`config.mk`:
```
export PLATFORM = sky130hd
export DESIGN_NAME = pir_alarm_ctrl
export DESIGN_NICKNAME = d
export VERILOG_FILES = /design/src/rtl/pir_alarm_ctrl.sv
export SDC_FILE = /design/constraint.sdc
export NUM_CORES = 1
export LEC_CHECK = 0
export CORE_MARGIN = 4
export CORE_UTILIZATION = 35
export DETAILED_ROUTE_END_ITERATION = 10
export HOLD_SLACK_MARGIN = 0.02
export PLACE_DENSITY = 0.49
export SLEW_MARGIN = 20
export SYNTH_ARGS = -nofsm -noshare
export SYNTH_HDL_FRONTEND = slang
export SYNTH_SLANG_ARGS = --single-unit
```
`constraint.sdc`:
```
create_clock -name CLK -period 3.6 [get_ports CLK]
set_input_delay 0.36 -clock CLK [delete_from_list [all_inputs] [get_ports CLK]]
set_output_delay 0.36 -clock CLK [all_outputs]
set_load 0.005 [all_outputs]
```
`src/rtl/pir_alarm_ctrl.sv`:
```
// Multi-zone PIR motion alarm: per-channel sync + qualifier, arm/alert/hold FSM, zone latch, pulsed buzzer.
// Optional zone masking (MASK input) is compiled in when PIR_ALARM_ZONE_MASK_EN is defined.
module pir_alarm_ctrl #(
  parameter int N_CH     = 4,
  parameter int QUAL_CYC = 4,
  parameter int HOLD_CYC = 16,
  parameter int TONE_DIV = 4
) (
  input  logic            CLK,
  input  logic            RST,
  input  logic            ARM,
  input  logic            ACK,
  input  logic [N_CH-1:0] PIR_IN,
`ifdef PIR_ALARM_ZONE_MASK_EN
  input  logic [N_CH-1:0] MASK,
`endif
  output logic            BUZZER,
  output logic            ALARM,
  output logic [N_CH-1:0] ZONE,
  output logic [1:0]      STATE
);

  typedef enum logic [1:0] {
    ST_DISARMED = 2'b00,
    ST_ARMED    = 2'b01,
    ST_ALERT    = 2'b10,
    ST_HOLD     = 2'b11
  } state_e;

  localparam logic [7:0]  QUAL_V    = 8'(QUAL_CYC);
  localparam logic [7:0]  TONE_LAST = 8'(TONE_DIV - 1);
  localparam logic [15:0] HOLD_LOAD = 16'(HOLD_CYC - 1);

  logic [N_CH-1:0] sync1_q, sync1_d;
  logic [N_CH-1:0] sync2_q, sync2_d;
  logic [7:0]      cnt_q [N_CH];
  logic [7:0]      cnt_d [N_CH];
  logic [N_CH-1:0] qual;
  logic [N_CH-1:0] qual_en;
  logic            any_qual;

  state_e          state_q, state_d;
  logic [N_CH-1:0] zone_q, zone_d;
  logic            buzzer_q, buzzer_d;
  logic [7:0]      tone_q, tone_d;
  logic [15:0]     hold_q, hold_d;
  logic [7:0]      tone_adv;
  logic            buzz_adv;

  // Synchroniser and saturating run-length qualifier per channel
  always_comb begin
    sync1_d = PIR_IN;
    sync2_d = sync1_q;
    qual    = '0;
    for (int i = 0; i < N_CH; i++) begin
      if (!sync2_q[i]) begin
        cnt_d[i] = 8'd0;
      end else if (cnt_q[i] == QUAL_V) begin
        cnt_d[i] = cnt_q[i];
      end else begin
        cnt_d[i] = cnt_q[i] + 8'd1;
      end
      qual[i] = (cnt_q[i] == QUAL_V);
    end
  end

`ifdef PIR_ALARM_ZONE_MASK_EN
  assign qual_en = qual & ~MASK;
`else
  assign qual_en = qual;
`endif

  assign any_qual = |qual_en;

  // Tone advance shared by ALERT and HOLD so HOLD<->ALERT never restarts it
  always_comb begin
    if (tone_q == TONE_LAST) begin
      tone_adv = 8'd0;
      buzz_adv = ~buzzer_q;
    end else begin
      tone_adv = tone_q + 8'd1;
      buzz_adv = buzzer_q;
    end
  end

  always_comb begin
    state_d  = state_q;
    zone_d   = zone_q;
    buzzer_d = buzzer_q;
    tone_d   = tone_q;
    hold_d   = hold_q;
    if (!ARM) begin
      state_d  = ST_DISARMED;
      zone_d   = '0;
      buzzer_d = 1'b0;
      tone_d   = 8'd0;
      hold_d   = 16'd0;
    end else if (ACK && (state_q == ST_ALERT || state_q == ST_HOLD)) begin
      state_d  = ST_ARMED;
      zone_d   = '0;
      buzzer_d = 1'b0;
      tone_d   = 8'd0;
      hold_d   = 16'd0;
    end else begin
      case (state_q)
        ST_DISARMED: begin
          state_d  = ST_ARMED;
          buzzer_d = 1'b0;
          tone_d   = 8'd0;
        end
        ST_ARMED: begin
          zone_d   = zone_q | qual_en;
          buzzer_d = 1'b0;
          tone_d   = 8'd0;
          if (any_qual) begin
            state_d  = ST_ALERT;
            buzzer_d = 1'b1;
          end
        end
        ST_ALERT: begin
          zone_d   = zone_q | qual_en;
          tone_d   = tone_adv;
          buzzer_d = buzz_adv;
          if (!any_qual) begin
            state_d = ST_HOLD;
            hold_d  = HOLD_LOAD;
          end
        end
        ST_HOLD: begin
          zone_d = zone_q | qual_en;
          if (any_qual) begin
            state_d  = ST_ALERT;
            tone_d   = tone_adv;
            buzzer_d = buzz_adv;
          end else if (hold_q == 16'd0) begin
            state_d  = ST_ARMED;
            buzzer_d = 1'b0;
            tone_d   = 8'd0;
          end else begin
            hold_d   = hold_q - 16'd1;
            tone_d   = tone_adv;
            buzzer_d = buzz_adv;
          end
        end
        default: begin
          state_d  = ST_DISARMED;
          zone_d   = '0;
          buzzer_d = 1'b0;
          tone_d   = 8'd0;
          hold_d   = 16'd0;
        end
      endcase
    end
  end

  always_ff @(posedge CLK or posedge RST) begin
    if (RST) begin
      sync1_q  <= '0;
      sync2_q  <= '0;
      for (int i = 0; i < N_CH; i++) cnt_q[i] <= 8'd0;
      state_q  <= ST_DISARMED;
      zone_q   <= '0;
      buzzer_q <= 1'b0;
      tone_q   <= 8'd0;
      hold_q   <= 16'd0;
    end else begin
      sync1_q  <= sync1_d;
      sync2_q  <= sync2_d;
      for (int i = 0; i < N_CH; i++) cnt_q[i] <= cnt_d[i];
      state_q  <= state_d;
      zone_q   <= zone_d;
      buzzer_q <= buzzer_d;
      tone_q   <= tone_d;
      hold_q   <= hold_d;
    end
  end

  assign STATE  = state_q;
  assign ALARM  = state_q[1];
  assign ZONE   = zone_q;
  assign BUZZER = buzzer_q;

endmodule

```
==> run_results.csv <==
group,metric,value,unit
outcome,status,"finished clean",
floorplan,die_w,110,µm
sta,fin_ws,1.22,ns
detailed_routing,wl_per_cell,13.6,µm
detailed_routing,drt_first_pass_iters,4,
cts,post_cts_buffers,0,
worst_setup_path,worstPathCellList,"inv_1 -> ha_1 -> nor4b_2 -> nand3_2 -> nand4_2 -> o21ai_1 -> o221ai_1",
cts,cts_num_sinks,71,
worst_setup_path,crit_path_top_delay_cell,"o21ai_1",
synth,synthCells,353,
worst_setup_path,required,3.79,ns
floorplan,dieArea,12000,µm²
cts,cts_hold_buffers,0,
final_layout,fin_util,41.1,%
worst_setup_path,crit_fanout,12,
power,vdd_ir_drop_max,0.000226,V
placed_design,hpwl,4840,µm
cts,clock_path_buffers,2,
final_layout,final_nets,390,
grt,antenna_found_initial,0,
synth,async_reset_ff_share,100,%
final_layout,multiInputGateArea,1710,µm²
sta,slew_headroom,39.1,%
grt,met3_usage,2.82,%
synth,yosys.area.top_type,"dfrtp_1",
synth,syn_nets,371,
final_layout,regArea,1780,µm²
power,p_per_area,535,nW/µm²
sta,setup_viol,0,
worst_setup_path,crit_arrival,2.57,ns
detailed_routing,drt-initial-drc-count,92,
synth,ys_ff_latch,71,
floorplan,pin_count,16,
final_layout,drive_gt1_share,8.51,%
cts,root_buffer,"clkbuf_8",
grt,use_met1,17.2,%
worst_setup_path,cp-end-kind,"register",
final_layout,num-fill-cells,1007,
synth,synth.yosys.seq_area_share,49.2,%
synth,syn_area_per_cell,10.2,µm²
synth,synth_edf_count,0,
grt,grt_pass1_wl,12300,µm
floorplan,rows,36,
flow_run,cap_violations,0,
cts,cts-resized-gates,0,
cts,htree_levels,3,
detailed_routing,drc,0,
floorplan,start_util,36.4,%
sta,tightest_slew,0.907,ns
synth,yosys.area.top_type_share,49.2,%
synth,synth-main-ff-cell,"dfrtp_1",
sta,hold_ws,0.348,ns
cts,worst_skew_pair.late_latency,0.34,ns
detailed_routing,via_count,2545,
cts,cts_buffers,9,
sta,finalCritPeriodShare,66.2,%
synth,yosysWarningCount,0,
cts,cts.reportedPaths.clkPinSlew,0.07,ns
grt,gr-max-usage-layer,"met2",
detailed_routing,routed_wl,6920,µm
floorplan,core-area,9910,µm²
sta,fmaxAchievable,419,MHz
final_layout,diodes,0,
placed_design,pre_cts_slack,1.04,ns
sta,finalHoldViolCount,0,
floorplan,die_h,110,µm
sta,clock_skew,0.0142,ns
power,power_leakage,0.00174,µW
sta,post-route-min-period,2.38,ns
grt,grt_usage,13.2,%
cts,cts_tree,"yes",
worst_setup_path,crit_type,"register to register",
synth,synth_area_leaders,"dfrtp_1 (49%), xnor2_1 (4.1%), nor2_1 (3.5%)",
grt,grt_pass1_vias,2567,
min_path,hold_class,"register to register",
detailed_routing,ant_nets,0,
worst_setup_path,r2r_slack,1.22,ns
worst_setup_path,cp-start-kind,"register",
worst_setup_path,cpPeakStageDelay,0.78,ns
grt,grt_max_degree,26,
sta,tns,0,ns
synth,synth_common_cells,"dfrtp_1 (71), nor2_1 (34), nand2_1 (24)",
final_layout,area_growth,12.8,%
detailed_routing,viasPerCell,5.00,
placed_design,gp_congestion,0.743,
synth,yosysMostFrequentCell,"dfrtp_1",
grt,overflow,0,
synth,synthesis.area,3610,µm²
grt,grtUsageMet2,21.4,%
sta,final_max_slew_viol_count,0,
sta,rsz0062_at_grt,"false",
synth,ys_types,51,
placed_design,port_buffers,15,
==> final cells by class <==
class | count | share of cell area [%]
inverters | 16 | 1.48
well taps | 133 | 4.09
repair buffers | 17 | 4.06
clock buffers | 12 | 3.81
clock inverters | 3 | 1.04
flip-flops and latches | 71 | 43.6
multi-input cells | 257 | 41.9
==> flip-flops by register name (all words and copies together), names as in the netlist <==
register / flops
sync1_q: 4
sync2_q: 4
STATE: 2
cnt_q: 32
hold_q: 16
ZONE: 4
tone_q: 8
BUZZER: 1
==> cell families (layout without fill, tap and decap cells) <==
| kind of cell | Yosys count | after routing | synth area share, % |
|---|---|---|---|
| AND/OR/NAND/NOR | 149 | 149 | 23.5 |
| adder cells (fa/ha/maj) | 10 | 10 | 3.47 |
| flip-flops | 71 | 71 | 49.2 |
| XOR/XNOR | 24 | 24 | 5.83 |
| buffers and inverters | 25 | 48 | 3.50 |
| AO/OA/AOI/OAI | 74 | 74 | 14.4 |
==> through the flow <==
stage / area, µm² / instances / total power, µW
after floorplan: 3610 / 353 / 1420
after global placement: 3870 / 494 / 1550
after detailed placement: 3870 / 494 / 1550
after CTS: 4070 / 509 / 2210
after global routing: 4070 / 509 / 2340
final: 4070 / 509 / 2180
==> path summary, 6_finish.rpt <==
path,from,endpoint,cells after the start
min reg2reg,sync1_q[3],sync2_q[3],0
max reg2reg,cnt_q[8],hold_q[6],7
min in group asynchronous,RST,tone_q[6],2
max,cnt_q[8],hold_q[6],7
max in group asynchronous,RST,hold_q[0],3
min,sync1_q[3],sync2_q[3],0
==> layout by cell type, fill, tap and decap left out, types with 2 or more instances in the layout <==
cell type	synthesis	final
dfrtp_1	71	71
nor2_1	34	34
nand2_1	24	24
nand3_1	19	19
a31oi_1	19	19
and2_1	18	18
xnor2_1	17	17
inv_1	16	15
clkdlybuf4s50_1	0	15
o21ai_0	12	12
and3_1	11	11
clkbuf_8	0	11
a21oi_1	10	10
ha_1	10	10
a21boi_0	9	9
xor2_1	7	7
or3_1	6	6
o211ai_1	5	5
nand3_2	4	4
nor2b_1	4	4
nor4b_1	3	3
nor4b_2	3	3
o21a_1	3	3
nand4_1	3	3
nand2b_1	3	3
a311oi_1	3	3
nor3_1	3	3
o21ai_1	2	2
nor4_1	2	2
a41oi_1	2	2
o31ai_1	2	2
a41oi_2	2	2
buf_4	2	2
==> per-layer routing <==
metal,share of wire (%),vias to the layer above
li1,-,1292
met1,49,1221
met2,48,25
met3,2.3,7
met4,1.3,0
met5,0,-
==> report_power, final <==
part	leakage [µW]	total (µW)	switching, µW	internal [µW]
sequential	0.000958	971	97.1	874
clock	0.0000985	643	290	353
combinational	0.000685	564	331	233
total	0.00174	2180	717	1460
==> worst max-delay path: cells and delay by family (launching register included) <==
kind | cells | cell delay, ns
fa+ha+maj | 1 | 0.20
simple gates | 3 | 0.61
buf+inv | 1 | 0.08
flops | 1 | 0.38
compound gates | 2 | 0.97
(Power assumes the default switching activity.)
==> RTL change 1: new RTL, same flow settings <==
Change the parameter `N_CH` from 4 to 8.
--- a/src/rtl/pir_alarm_ctrl.sv
+++ b/src/rtl/pir_alarm_ctrl.sv
@@ -2,5 +2,5 @@
 // Optional zone masking (MASK input) is compiled in when PIR_ALARM_ZONE_MASK_EN is defined.
 module pir_alarm_ctrl #(
-  parameter int N_CH     = 4,
+  parameter int N_CH     = 8,
   parameter int QUAL_CYC = 4,
   parameter int HOLD_CYC = 16,
Interface: changed (resized PIR_IN and ZONE); port bits go from 16 to 24. No check against the original RTL was run, so the function may have changed too.
==> RTL change 1 against the original RTL <==
  * Non-clock buffer count rose by 8
  * Global-route usage rose by 0.43 points
  * Setup slack got worse by 0.42 ns
  * Sequential cell count rose by 44
  * Power rose by 89%
  * Routed wire length rose by 56%
  * Hold slack got worse by 0.0039 ns
  * Area after synthesis rose by 52%
  * Cell area rose by 64%
==> RTL change 1: results (changes against the original RTL) <==
\begin{tabular}{lr}
\hline
Metric & Value \\
\hline
\multicolumn{2}{l}{\textbf{Synth}} \\
Synth Area in Compound Gates & 0.0891 (-0.0551) \\
Fraction of synthesized cell area in xor and xnor cells & 0.0764 (+0.0181) \\
Post-Syn Instances & 537 (+52\%) \\
Syn nets & 567 (+53\%) \\
Cell variety after synth & 45 (-12\%) \\
Sequential cell area fraction in the yosys report & 0.523 (+0.0306) \\
\multicolumn{2}{l}{\textbf{Placed design}} \\
Dpl cells & 765 (+55\%) \\
Detailed Place HPWL & 7030 um (+45\%) \\
Cell Area, Placed & 0.00598 mm2 (+54\%) \\
Worst setup slack after placement & 0.771 ns (-0.270 ns) \\
Count of port buffers added during placement & 23 (+8) \\
\multicolumn{2}{l}{\textbf{GRT}} \\
Global-route wire length before repair & 19,500 um (+59\%) \\
Met3 Track Usage GR & 0.0412 (+0.0130) \\
Via count of the first global-routing pass & 3,971 (+55\%) \\
Met1 capacity usage during global routing & 0.177 (+0.00544) \\
Global-route track usage on met2 & 0.214 (+0.000410) \\
Maximum number of pins on one net before global-route repair & 71 (+170\%) \\
\multicolumn{2}{l}{\textbf{STA}} \\
Worst hold margin & 0.345 ns (-0.00393 ns) \\
Slew at the pin closest to its max-slew limit & 0.949 ns (+0.0418 ns) \\
\multicolumn{2}{l}{\textbf{Setup path}} \\
R2R cell count & 8 (+1) \\
Reg-to-reg setup timing slack & 0.79 ns (-0.42 ns) \\
Maximum single-stage delay on the critical path & 0.84 ns (+0.06 ns) \\
Max stage delay cell, worst path & sky130\_fd\_sc\_hd\_\_o31ai\_2 \\
WP data arrival & 3.05 ns (+0.48 ns) \\
Crit-path leading delay family & simple AND/OR/NAND/NOR gates \\
Reg2Reg Capture Point & hold\_q[7] \\
\multicolumn{2}{l}{\textbf{Detailed routing}} \\
Wire length on met2 & 5050 um (+53\%) \\
Routed via count & 3,879 (+52\%) \\
DRC marker count from the first detailed-route iteration & 234 (+150\%) \\
Met3 wirelength from detailed routing & 332 um (+100\%) \\
\multicolumn{2}{l}{\textbf{Cells and area}} \\
Layout cell share with drive strength beyond 1 & 0.0768 (-0.00831) \\
Number of filler instances in the final layout & 1,486 (+48\%) \\
Nets & 603 (+55\%) \\
Area used by sequential logic in the layout & 0.00288 mm2 (+62\%) \\
\multicolumn{2}{l}{\textbf{Status}} \\
Result of the run & finished clean \\
\multicolumn{2}{l}{\textbf{Clock network}} \\
Clk Tree Root Cell & sky130\_fd\_sc\_hd\_\_clkbuf\_16 \\
Post-CTS clock slew at the launch and capture registers of the worst setup and hold paths & 0.05 ns (-0.02 ns) \\
Number of clock buffers inserted by TritonCTS & 17 (+8) \\
\multicolumn{2}{l}{\textbf{Power and ir drop}} \\
Worst IR drop on VDD & 0.000342 V (+51\%) \\
\hline
\end{tabular}
==> RTL change 1: final cells by class <==
type | instances | share of cell area
Sequential cell | 115 | 0.432
Multi-Input combinational cell | 388 | 0.373
Clock buffer | 23 | 0.0718
Tap cell | 211 | 0.0396
Timing Repair Buffer | 25 | 0.0387
Clock inverter | 9 | 0.0299
Inverter | 26 | 0.0150
==> RTL change 1: worst max path at each step <==
| stage | startpoint | to | slack, ns | cells after the start |
|---|---|---|---|---|
| detailed placement | cnt_q[32] | hold_q[8] | 0.77 | 8 |
| global route | cnt_q[32] | hold_q[7] | 0.51 | 8 |
| finish | cnt_q[32] | hold_q[7] | 0.79 | 8 |
| floorplan | RST | BUZZER | 0.20 | 1 |
| CTS | cnt_q[32] | hold_q[7] | 0.74 | 8 |
| global placement | cnt_q[8] | hold_q[8] | 0.83 | 8 |
==> RTL change 1: report_power, final <==
group          total (mW)  switching, mW  internal, mW
combinational       0.691          0.404         0.286
sequential           1.49          0.111          1.38
clock                1.94          0.583          1.35
==> RTL change 2: new RTL, same flow settings <==
Without the edit above. Take the reset off `hold_q` and load it in a clocked block of its own.
--- a/src/rtl/pir_alarm_ctrl.sv
+++ b/src/rtl/pir_alarm_ctrl.sv
@@ -163,5 +163,4 @@
       buzzer_q <= 1'b0;
       tone_q   <= 8'd0;
-      hold_q   <= 16'd0;
     end else begin
       sync1_q  <= sync1_d;
@@ -172,6 +171,9 @@
       buzzer_q <= buzzer_d;
       tone_q   <= tone_d;
-      hold_q   <= hold_d;
     end
+  end
+
+  always_ff @(posedge CLK) begin
+    hold_q <= hold_d;
   end
 
Formal check against the unedited RTL: no difference found for any inputs over 10 cycles, from zero or initial values and one cycle with RST high; that may be too few to reach the edited logic, so the function may still have changed.
==> RTL change 2 against the original RTL <==
  * Sequential cell count stayed put
  * Count of clock-buffer cells in the layout is 2 lower
  * Cell area is 3.7% lower
  * Area after synthesis is 4.8% lower
  * Power is 17% lower
  * Critical path depth stayed put
  * Routed wire length is 0.38% lower
  * Setup slack worse by 0.31 ns
==> RTL change 2: results (changes against the original RTL) <==
\begin{tabular}{lr}
\hline
Metric & Value \\
\hline
\multicolumn{2}{l}{\textbf{Status}} \\
Result of the run & finished clean \\
\multicolumn{2}{l}{\textbf{Cells and area}} \\
Largest registers & cnt\_q (32), hold\_q (16), tone\_q (8) \\
Nets & 393 (+0.77\%) \\
Layout cell share with drive strength beyond 1 & 0.0816 (-0.00353) \\
\multicolumn{2}{l}{\textbf{Setup path}} \\
Crit-path leading delay family & simple AND/OR/NAND/NOR gates \\
Maximum single-stage delay on the critical path & 0.73 ns (-0.05 ns) \\
Peak fanout along the critical path & 21 (+9) \\
Reg2Reg Capture Point & hold\_q[1] \\
Max stage delay cell, worst path & sky130\_fd\_sc\_hd\_\_nor4\_1 \\
Reg-to-reg setup timing slack & 0.91 ns (-0.31 ns) \\
WP data arrival & 2.89 ns (+0.32 ns) \\
\multicolumn{2}{l}{\textbf{GRT}} \\
Global-route wire length before repair & 11,900 um (-3.3\%) \\
Initial antenna violation count & 0 (unchanged) \\
Maximum number of pins on one net before global-route repair & 34 (+31\%) \\
GRT Overall Usage & 0.130 (-0.00196) \\
Via count of the first global-routing pass & 2,429 (-5.4\%) \\
\multicolumn{2}{l}{\textbf{Power and ir drop}} \\
Worst IR drop on VDD & 0.000194 V (-14\%) \\
Pleak & 1.59 nW (-8.6\%) \\
\multicolumn{2}{l}{\textbf{Detailed routing}} \\
DR WL/cell & 13.5 um (-0.38\%) \\
Per-cell via count in the routed design & 5.02 (+0.43\%) \\
Iteration count of the initial detailed-routing pass & 4 (unchanged) \\
DRC marker count from the first detailed-route iteration & 89 (-3.3\%) \\
\multicolumn{2}{l}{\textbf{Synth}} \\
Commonest cells in the netlist & 55 x sky130\_fd\_sc\_hd\_\_dfrtp\_1, 31 x sky130\_fd\_sc\_hd\_\_nor2\_1, 25 x sky130\_fd\_sc\_hd\_\_nand3\_1 \\
Async set or reset register ratio after synthesis & 0.775 (-0.225) \\
Most instantiated library cell after synthesis & sky130\_fd\_sc\_hd\_\_dfrtp\_1 \\
Cell variety after synth & 42 (-18\%) \\
Yosys warnings & 0 (unchanged) \\
Sequential cell area fraction in the yosys report & 0.494 (+0.00162) \\
Cell types occupying the most area after synthesis & sky130\_fd\_sc\_hd\_\_dfrtp\_1 40\%, sky130\_fd\_sc\_hd\_\_dfxtp\_1 9.3\%, sky130\_fd\_sc\_hd\_\_xnor2\_1 5.1\%, sky130\_fd\_sc\_hd\_\_and2\_1 3.8\%, sky130\_fd\_sc\_hd\_\_ha\_1 3.6\% \\
\multicolumn{2}{l}{\textbf{Placed design}} \\
Global placer's final weighted congestion & 0.784 (+5.6\%) \\
Detailed Place HPWL & 4710 um (-2.6\%) \\
\multicolumn{2}{l}{\textbf{STA}} \\
Skew final & 0.00939 ns (-0.00484 ns) \\
Slew at the pin closest to its max-slew limit & 0.821 ns (-0.0862 ns) \\
\multicolumn{2}{l}{\textbf{Clock network}} \\
Maximum root-to-sink buffer count & 2 (unchanged) \\
Post\_cts resized & 0 (unchanged) \\
\hline
\end{tabular}
## RTL change 2: cell types whose count changed in the layout (fill, tap and decap cells not counted), sizes merged, moves of 4 or more
cell    change
a31oi      -13
nand3       +4
or4         +4
nand4       +5
a21oi      +10
a41oi       -4
o211ai      -4
nor4        +5
dfxtp      +16
or3         +5
nand2       -4
dfrtp      -16
## RTL change 2: layout make-up
class                      instances  area (um2)
multi-input combinational        258        1640
sequential                        71        1700
fill                             935        5490
tap                              129         161
inverter                          15        56.3
timing repair buffer              20         188
clock inverter                     6        46.3
clock buffer                      10         138
## RTL change 2: kinds of logic after synthesis
| kind of cell | count (synthesis) | synth area share |
|---|---|---|
| xor+xnor | 25 | 0.0638 |
| fa+ha+maj | 10 | 0.0364 |
| compound gates | 63 | 0.114 |
| buf+inv | 24 | 0.0295 |
| flops | 71 | 0.494 |
| simple gates | 160 | 0.263 |
## RTL change 2: metal layers
metal	up-vias	GRT usage	routed length (um)
li1	1298	-	-
met1	1210	0.176	3440
met2	36	0.193	3150
met4	0	0.0384	91
met5	-	0	0
met3	12	0.0488	210
## RTL change 2: report_power, final
group	leakage [nW]	total [mW]	internal, mW	switching, mW
clock	0.0885	0.583	0.271	0.313
combinational	0.637	0.330	0.134	0.196
sequential	0.866	0.894	0.837	0.0574
## RTL change 2: how the worst min path moves through the flow
stage	start	end	slack, ns	cells past startpoint
global route	sync1_q[3]	sync2_q[3]	0.37	0
finish	sync1_q[3]	sync2_q[3]	0.36	0
floorplan	sync1_q[0]	sync2_q[0]	0.33	0
CTS	sync1_q[3]	sync2_q[3]	0.36	0
detailed placement	sync1_q[1]	sync2_q[1]	0.34	0
global placement	sync1_q[3]	sync2_q[3]	0.33	0
## RTL change 2: through the flow
stage	setup slack [ns]	hold WS [ns]	instance area [um2]	cells
3_3_place_gp	0.940	0.333	3740	493
5_1_grt	0.615	0.373	3920	509
3_5_place_dp	0.915	0.340	3740	493
6_report	0.907	0.356	3920	509
4_1_cts	0.893	0.360	3920	509
2_1_floorplan	1.66	0.331	3430	353
## RTL change 2: worst register-to-register path, stage by stage, from the launching register on
cell                       delay (ns)
sky130_fd_sc_hd__dfrtp_1         0.41
sky130_fd_sc_hd__inv_1           0.08
sky130_fd_sc_hd__ha_1            0.19
sky130_fd_sc_hd__nor4b_1         0.15
sky130_fd_sc_hd__nand3_2         0.16
sky130_fd_sc_hd__nand4_1         0.67
sky130_fd_sc_hd__nor4_1          0.73
sky130_fd_sc_hd__a221oi_1        0.15
